===== config.mk =====
export PLATFORM = sky130hd
export DESIGN_NAME = rv32i_mem_arbiter
export DESIGN_NICKNAME = d
export VERILOG_FILES = /design/src/rtl/rv32i_mem_arbiter.sv
export SDC_FILE = /design/constraint.sdc
export NUM_CORES = 1
export LEC_CHECK = 0
export CAP_MARGIN = 20
export CELL_PAD_IN_SITES_DETAIL_PLACEMENT = 0
export CELL_PAD_IN_SITES_GLOBAL_PLACEMENT = 2
export CORE_UTILIZATION = 18
export CTS_CLUSTER_DIAMETER = 50
export CTS_CLUSTER_SIZE = 12
export DETAILED_ROUTE_END_ITERATION = 12
export PLACE_DENSITY_LB_ADDON = 0.3
export SETUP_SLACK_MARGIN = 0.1
export SLEW_MARGIN = 20
export SYNTH_ARGS = -nofsm -noshare
export SYNTH_HDL_FRONTEND = slang
export SYNTH_SLANG_ARGS = --single-unit
export TNS_END_PERCENT = 10

===== constraint.sdc =====
create_clock -name clk_i -period 2.2 [get_ports clk_i]
set_input_delay 0.22 -clock clk_i [delete_from_list [all_inputs] [get_ports clk_i]]
set_output_delay 0.22 -clock clk_i [all_outputs]
set_load 0.03 [all_outputs]

===== src/rtl/rv32i_mem_arbiter.sv =====
// ---------------------------------------------------------------------------
// rv32i_mem_arbiter
//
// Shares one instruction/data memory port between instruction fetch (IF) and
// the load/store unit (LSU). At most one memory transaction is outstanding.
// The LSU normally wins arbitration. IF is forced to win after STARVE_LIMIT
// consecutive losses. A branch flush discards an in-flight IF response, but
// the memory side still completes that transaction.
//
// Optional feature (compile-time macro RV32I_MEM_ARB_TIMEOUT_EN):
//   Each transaction gets a wait counter. After MAX_WAIT cycles without a
//   response, the transaction is forced complete and the owner receives an
//   error response.
//
// Ports
//   clk_i, rst_ni            clock (rising edge), async active-low reset
//   flush_i                  branch flush, kills the current/pending IF response
//   if_req_i / if_addr_i     IF read request (held until grant) and address
//   if_gnt_o                 IF grant pulse (combinational)
//   if_rvalid_o/if_err_o     IF response valid / error (combinational)
//   if_rdata_o               IF read data
//   lsu_req_i, lsu_we_i      LSU request, write enable
//   lsu_be_i, lsu_addr_i     LSU byte enables, address
//   lsu_wdata_i              LSU write data
//   lsu_gnt_o                LSU grant pulse (combinational)
//   lsu_rvalid_o/lsu_err_o   LSU response valid / error (combinational)
//   lsu_rdata_o              LSU read data
//   mem_req_o .. mem_wdata_o memory request channel (registered)
//   mem_gnt_i, mem_rvalid_i  memory address accept, response valid
//   mem_rdata_i              memory read data
//   structural_hazard_o      LSU blocked or waiting; the pipeline must stall
// ---------------------------------------------------------------------------
module rv32i_mem_arbiter #(
    parameter int unsigned STARVE_LIMIT = 4,
    parameter int unsigned MAX_WAIT     = 15
) (
    input  logic        clk_i,
    input  logic        rst_ni,
    input  logic        flush_i,
    input  logic        if_req_i,
    input  logic [31:0] if_addr_i,
    output logic        if_gnt_o,
    output logic        if_rvalid_o,
    output logic        if_err_o,
    output logic [31:0] if_rdata_o,
    input  logic        lsu_req_i,
    input  logic        lsu_we_i,
    input  logic [3:0]  lsu_be_i,
    input  logic [31:0] lsu_addr_i,
    input  logic [31:0] lsu_wdata_i,
    output logic        lsu_gnt_o,
    output logic        lsu_rvalid_o,
    output logic        lsu_err_o,
    output logic [31:0] lsu_rdata_o,
    output logic        mem_req_o,
    output logic        mem_we_o,
    output logic [3:0]  mem_be_o,
    output logic [31:0] mem_addr_o,
    output logic [31:0] mem_wdata_o,
    input  logic        mem_gnt_i,
    input  logic        mem_rvalid_i,
    input  logic [31:0] mem_rdata_i,
    output logic        structural_hazard_o
);

    localparam int unsigned         STARVE_W   = $clog2(STARVE_LIMIT + 32'd1);
    localparam logic [STARVE_W-1:0] STARVE_MAX = STARVE_W'(STARVE_LIMIT);
    localparam logic [STARVE_W-1:0] STARVE_ONE = STARVE_W'(1);

    if ((STARVE_LIMIT < 32'd1) || (STARVE_LIMIT > 32'd15)) begin : g_bad_starve_limit
        $error("rv32i_mem_arbiter: STARVE_LIMIT must be in 1..15");
    end
    if ((MAX_WAIT < 32'd2) || (MAX_WAIT > 32'd255)) begin : g_bad_max_wait
        $error("rv32i_mem_arbiter: MAX_WAIT must be in 2..255");
    end

    typedef enum logic [1:0] {
        ST_IDLE = 2'd0,
        ST_REQ  = 2'd1,
        ST_RESP = 2'd2
    } state_e;

    state_e              state_r;
    state_e              state_s;
    logic                owner_lsu_r;
    logic                drop_r;
    logic                mem_req_r;
    logic                we_r;
    logic [3:0]          be_r;
    logic [31:0]         addr_r;
    logic [31:0]         wdata_r;
    logic [STARVE_W-1:0] starve_r;

    logic if_elig_s;
    logic lsu_elig_s;
    logic if_win_s;
    logic lsu_win_s;
    logic resp_s;
    logic timeout_s;
    logic done_s;
    logic if_vld_s;
    logic lsu_vld_s;
    logic wait_hit_s;

`ifdef RV32I_MEM_ARB_TIMEOUT_EN
    // wait_r counts completed cycles, so the hit fires in the MAX_WAIT-th cycle after the grant.
    localparam logic [7:0] WAIT_LAST = 8'(MAX_WAIT - 32'd1);
    logic [7:0] wait_r;

    assign wait_hit_s = (wait_r == WAIT_LAST);

    // Wait counter: restarts on every grant, counts while a transaction is open.
    always_ff @(posedge clk_i or negedge rst_ni) begin
        if (!rst_ni) begin
            wait_r <= 8'd0;
        end else if (if_win_s || lsu_win_s) begin
            wait_r <= 8'd0;
        end else if (state_r != ST_IDLE) begin
            wait_r <= wait_r + 8'd1;
        end
    end
`else
    assign wait_hit_s = 1'b0;
`endif

    // Arbitration, next state and completion decode.
    always_comb begin
        if_elig_s  = if_req_i && !flush_i;
        lsu_elig_s = lsu_req_i;
        if_win_s   = 1'b0;
        lsu_win_s  = 1'b0;
        resp_s     = 1'b0;
        timeout_s  = 1'b0;
        state_s    = state_r;
        case (state_r)
            ST_IDLE: begin
                if (if_elig_s && lsu_elig_s) begin
                    if (starve_r == STARVE_MAX) begin
                        if_win_s = 1'b1;
                    end else begin
                        lsu_win_s = 1'b1;
                    end
                end else if (if_elig_s) begin
                    if_win_s = 1'b1;
                end else if (lsu_elig_s) begin
                    lsu_win_s = 1'b1;
                end else begin
                    if_win_s  = 1'b0;
                    lsu_win_s = 1'b0;
                end
                if (if_win_s || lsu_win_s) begin
                    state_s = ST_REQ;
                end else begin
                    state_s = ST_IDLE;
                end
            end
            ST_REQ: begin
                // A response cannot precede address acceptance, so mem_rvalid_i is ignored here.
                if (wait_hit_s) begin
                    timeout_s = 1'b1;
                    state_s   = ST_IDLE;
                end else if (mem_gnt_i) begin
                    state_s = ST_RESP;
                end else begin
                    state_s = ST_REQ;
                end
            end
            ST_RESP: begin
                if (mem_rvalid_i) begin
                    resp_s  = 1'b1;
                    state_s = ST_IDLE;
                end else if (wait_hit_s) begin
                    timeout_s = 1'b1;
                    state_s   = ST_IDLE;
                end else begin
                    state_s = ST_RESP;
                end
            end
            default: begin
                state_s = ST_IDLE;
            end
        endcase
    end

    assign done_s    = resp_s || timeout_s;
    // flush_i suppresses the IF response in the same cycle, before drop_r is set.
    assign if_vld_s  = done_s && !owner_lsu_r && !drop_r && !flush_i;
    assign lsu_vld_s = done_s && owner_lsu_r;

    // Combinational outputs are gated by rst_ni so every output reads 0 during reset.
    assign if_gnt_o     = rst_ni && if_win_s;
    assign lsu_gnt_o    = rst_ni && lsu_win_s;
    assign if_rvalid_o  = rst_ni && if_vld_s;
    assign lsu_rvalid_o = rst_ni && lsu_vld_s;
    assign if_rdata_o   = (rst_ni && if_vld_s && resp_s) ? mem_rdata_i : 32'h0000_0000;
    assign lsu_rdata_o  = (rst_ni && lsu_vld_s && resp_s) ? mem_rdata_i : 32'h0000_0000;
`ifdef RV32I_MEM_ARB_TIMEOUT_EN
    assign if_err_o     = rst_ni && if_vld_s && timeout_s;
    assign lsu_err_o    = rst_ni && lsu_vld_s && timeout_s;
`else
    assign if_err_o     = 1'b0;
    assign lsu_err_o    = 1'b0;
`endif
    assign structural_hazard_o = rst_ni &&
        ((lsu_req_i && !lsu_win_s) || ((state_r != ST_IDLE) && owner_lsu_r && !lsu_vld_s));

    assign mem_req_o   = mem_req_r;
    assign mem_we_o    = we_r;
    assign mem_be_o    = be_r;
    assign mem_addr_o  = addr_r;
    assign mem_wdata_o = wdata_r;

    // State register.
    always_ff @(posedge clk_i or negedge rst_ni) begin
        if (!rst_ni) begin
            state_r <= ST_IDLE;
        end else begin
            state_r <= state_s;
        end
    end

    // Owner and payload capture at grant; IF fetches are always full-word reads.
    always_ff @(posedge clk_i or negedge rst_ni) begin
        if (!rst_ni) begin
            owner_lsu_r <= 1'b0;
            addr_r      <= 32'h0000_0000;
            we_r        <= 1'b0;
            be_r        <= 4'h0;
            wdata_r     <= 32'h0000_0000;
        end else if (if_win_s || lsu_win_s) begin
            owner_lsu_r <= lsu_win_s;
            addr_r      <= lsu_win_s ? lsu_addr_i : if_addr_i;
            we_r        <= lsu_win_s && lsu_we_i;
            be_r        <= lsu_win_s ? lsu_be_i : 4'hF;
            wdata_r     <= lsu_win_s ? lsu_wdata_i : 32'h0000_0000;
        end
    end

    // Memory request: raised by a grant, dropped on address accept or forced completion.
    always_ff @(posedge clk_i or negedge rst_ni) begin
        if (!rst_ni) begin
            mem_req_r <= 1'b0;
        end else if (if_win_s || lsu_win_s) begin
            mem_req_r <= 1'b1;
        end else if ((state_r == ST_REQ) && (mem_gnt_i || timeout_s)) begin
            mem_req_r <= 1'b0;
        end
    end

    // Drop flag: a flush during an open IF transaction discards its response.
    always_ff @(posedge clk_i or negedge rst_ni) begin
        if (!rst_ni) begin
            drop_r <= 1'b0;
        end else if ((state_r == ST_IDLE) || done_s) begin
            drop_r <= 1'b0;
        end else if (flush_i && !owner_lsu_r) begin
            drop_r <= 1'b1;
        end
    end

    // Starvation counter: counts IF losses to the LSU, cleared whenever IF wins.
    always_ff @(posedge clk_i or negedge rst_ni) begin
        if (!rst_ni) begin
            starve_r <= '0;
        end else if (if_win_s) begin
            starve_r <= '0;
        end else if (lsu_win_s && if_elig_s && (starve_r != STARVE_MAX)) begin
            starve_r <= starve_r + STARVE_ONE;
        end
    end

endmodule


---- Word-level counts from Yosys, hierarchy flattened ----
Index checks and enable logic that the tools add are counted.
storage, ports and cells
  flip-flop bits (word level) ............. 77
  bits in latches ......................... 0
  bits in writable memories ............... 0
  memory bits (read-only) ................. 0
  bits of input ports ..................... 140
  output and inout bits ................... 141
  logic and storage cells ................. 77
  memories ................................ 0
operators by class
  add/sub/neg operators ................... 1
  multipliers ............................. 0
  div/mod/pow operators ................... 0
  order comparisons ....................... 0
  equal/unequal tests ..................... 4
  shift-type cells ........................ 0
  muxes and demuxes ....................... 28
  bitwise gates (word level) .............. 0
  reductions and logical operators ........ 35
operators by type and width
  kind                                                  number
  2-to-1 mux 32 bit                                     4
  logical AND 1 bit                                     21
  2-to-1 mux 1 bit                                      18
  nonzero test 2 bit                                    4
  2-to-1 mux 3 bit                                      2
  case mux 2 bit (3 select lines)                       1
  zero test 1 bit                                       5
  logical OR 1 bit                                      4
  2-to-1 mux 2 bit                                      2
  2-to-1 mux 4 bit                                      1
  adder 3 x 1 -> 3 bit (second input constant)          1
  equality test 3 bit (second input constant)           1
  != test 3 bit (second input constant)                 1
  equality test 2 x 1 -> 1 bit (second input constant)  1
  equality test 2 bit (second input constant)           1
  zero test 2 bit                                       1

---- Longest topological paths before layout ----
  depth after elaboration ................. 10
  depth in mapped cells ................... 8
  mapped depth without buffers ............ 6

---- Worst setup path after synthesis ----
No wires, ideal clock.
  path kind ............................... reg2out
  start ................................... reg state_r[0]
  end ..................................... out if_gnt_o
  arrival time ............................ 1.755 ns
  data required time ...................... 1.980 ns
  setup slack ............................. 0.225 ns
  cell stages (with the launch flop) ...... 3
  path buffers ............................ 0
  cell sequence ........................... dfrtp_1 or4b_4 nor3b_1
between the ends
  word-level cells in the longest chain between the ends .. 3
RTL lines
  element                 RTL line  RTL
  from (decl)             83        state_e state_r;
  from (signal assigned)  218       state_r <= state_s;
  zero test 2 bit         135       case (state_r)
  2-to-1 mux 1 bit        135
  logical AND 1 bit       191       assign if_gnt_o = rst_ni && if_win_s;
  to (decl)               42        output logic if_gnt_o,
Every way passes these cells.

---- Worst setup path in the final report ----
Same ends and word-level chain as after synthesis.

==> metrics.txt <==
outcome finished clean; DR pass1 iterations 4; Slowest Stage Delay on Critical Path 600 ps; Reg2Reg Depth 6; TritonCTS clock tree built; Leak Pwr 3.114 nW; CP max FO 8; GRT Util Overall 13.41%; CP Capture Point if_gnt_o; Critical Path Start state_r[0]; HP Class input pin to asynchronous set/reset pin; Vias/cell 4.204; Worst-Margin Slew 580.4 ps; clock tree root buffer cell clkbuf_16; final antenna-violating net count 0; Routed WL per cell 15.70 um; P_int 5.289 mW; synthesized cell area 0.003750 mm2; worst-path cell chain or4b_4, nor3b_4, buf_4, buf_12; post-synthesis cell count 379; Cell Rows 52; Min Clock Period, post-route 2093 ps; GR Overflow Total 0; H-tree levels 3; final number of max-transition violations 0; sequential share of the synthesized area 51.38%; part of the cycle the worst path needs 95.13%; largest net degree at the start of global routing 43; critical path class register to output port; Clock Skews 7.338 ps; CP Launch Type register; CTS Buffer Depth 2; Max Fclk 477.8 MHz; CP max stage cell or4b_4; Clock Pin Slew Worst Setup and Hold Paths 60 ps; syn avg cell area 9.894 um2; largest area contributor in the netlist dfrtp_1; die area 0.02141 mm2; r2r setup slk 330 ps; DP HPWL 10.46 mm; crit path DAT 1870 ps; count of final hold-check violations 0; peak supply drop 0.5657 mV; Final nets 799; DR vias 3918; initial antenna violation count 1; critical path capture point type output port; yosys warns 0; max-cap violations 0; unrepaired setup endpoints after global routing yes; Die Height 146.3 um; Gate power share 54.6%; Horiz. Die Dim 146.3 um; worst r2r src state_r[0]; io pins 281; Power Density 1274 mW/mm2; number of synthesized register bits 77; number of library cell types mapped by synthesis 36; worst skew pair latency 340 ps; final wirelength 14.63 mm; # DRC 0; max_slew headroom 61.31%; violation count after the first detailed-route iteration 113; reg-to-reg endpoint mem_addr_o[29]; input/output buffers 278; Setup violations, final 0; P&R area growth vs syn 90.89%; sequential power share 27.3%; vias in the first global route 4085; share of cells above drive strength 1 19.97%; core box area 0.02030 mm2; clock sink count 77; critical path data required time 1980 ps; Power Total 9.118 mW; Starting Density 18.47%; sw frac 41.99%; Yosys top cell area share 51.38%; first-pass GRT wire length 22.29 mm; largest cells by area after synthesis dfrtp_1 (51%), and2_1 (11%), a22o_1 (7.9%), a21oi_1 (5.9%), a21oi_2 (4.7%); Clock power frac 18.1%; clock buffer count from CTS 9; GPL Wtd Cong 0.8221; Sw Pwr 3.829 mW; setup_tns 0 ps
[routing by layer]
layer	vias up	GRT usage, %	share of wire, %
met2	189	22.64	47
met1	1871	15.30	42
met5	-	0	0
met4	0	4.063	1.1
li1	1848	-	-
met3	10	5.719	9.7
[cell families (layout without fill, tap and decap cells)]
group | count (synthesis) | count (layout) | synth area share, %
mux | 1 | 1 | 0.3003
simple gates | 152 | 153 | 21.39
fa+ha+maj | 2 | 2 | 0.6672
flops | 77 | 77 | 51.38
other cells | 1 | 3 | 0.1000
buf+inv | 32 | 312 | 4.605
compound gates | 114 | 114 | 21.56
[worst max-delay path, delay by kind of cell (launching register included)]
family	cells	cell delay, ps
buf+inv	2	260
flops	1	450
simple gates	2	820
[layout by cell type (no fill, tap or decap), types with 2 or more instances in the layout]
master	synthesis	routed
o21ai_1	2	2
conb_1	1	2
clkbuf_16	0	9
nor2b_1	4	4
and2_1	65	65
nor2_1	33	33
a21boi_0	2	2
o21ai_0	4	4
dfrtp_1	77	76
a22o_1	34	34
buf_12	0	10
inv_1	2	2
clkbuf_8	0	2
nand2_1	37	37
ha_1	2	2
buf_4	5	75
o22a_1	5	5
a21oi_1	44	44
bufinv_16	0	2
a21oi_2	20	20
and4_1	2	2
clkdlybuf4s50_1	0	208
[registers in the layout (all words and copies together), names as in the netlist]
register and flops:
mem_req_o 1, drop_r 1, mem_be_o 4, mem_wdata_o 32, mem_we_o 1, owner_lsu_r 1, state_r 2, starve_r 3
mem_addr_o 32
[what timing repair did]
item / 4_1_cts / 5_1_grt
gates resized for setup: 3 / 2
pin swaps: 0 / 3
endpoints found under the hold margin: 35 / 0
buffers inserted: 0 / 3
cloned: 0 / 1
setup endpoints to repair: 2 / 34
hold buffers: 1 / 0
[how the worst min path moves through the flow]
stage                       from    endpoint  cells past startpoint
after floorplan           rst_ni      drop_r                      0
after global placement    rst_ni  state_r[1]                      1
after detailed placement  rst_ni  state_r[0]                      1
after CTS                 rst_ni  state_r[1]                      2
after global routing      rst_ni  state_r[1]                      2
final                     rst_ni  state_r[0]                      2
[cells in the mapped netlist, drive strengths merged]
master	number
inv	2
ha	2
and2	65
a21bo	1
nand4b	1
and3	1
a22o	34
or2b	1
clkbuf	7
o22a	5
nor2	35
conb	1
nor3b	1
dfrtp	77
nand3	1
nand2	37
nand2b	1
nor3	1
mux2	1
nand3b	1
o21ai	7
nor2b	4
a21oi	64
o21a	1
or4b	1
a21boi	2
buf	23
and4	2
[metrics by stage]
step / hold slack, ps / util [%] / worst slack (ps) / area (um2) / instances
after floorplan: -75.59 / - / 224.7 / 3754 / 380
after global placement: 42.82 / 33.35 / 24.28 / 6770 / 911
after detailed placement: 42.31 / 33.35 / 1.887 / 6770 / 911
after CTS: 283.6 / 35.07 / 58.37 / 7118 / 927
after global routing: 290.7 / 35.26 / 43.69 / 7158 / 932
final: 279.1 / 35.26 / 107.1 / 7158 / 932
[power by group through the flow]
stage                     clock, mW  sequential, mW  combinational [mW]
final                          1.65            2.49                4.98
after global routing           1.76            2.59                5.33
after CTS                      1.72            2.50                5.01
after detailed placement          0            2.50                5.00
after global placement            0            2.49                4.95
after floorplan                   0            3.66                1.65
[final cells by class]
cell class	instances	area [um2]
repair buffers	295	2870
clock inverters	3	68.82
diodes	1	2.502
clock buffers	12	256.5
fillers	2082	13140
multi-input cells	272	1687
inverters	2	7.507
well taps	270	337.8
flip-flops and latches	77	1928
Power figures use the tool's default switching activity.
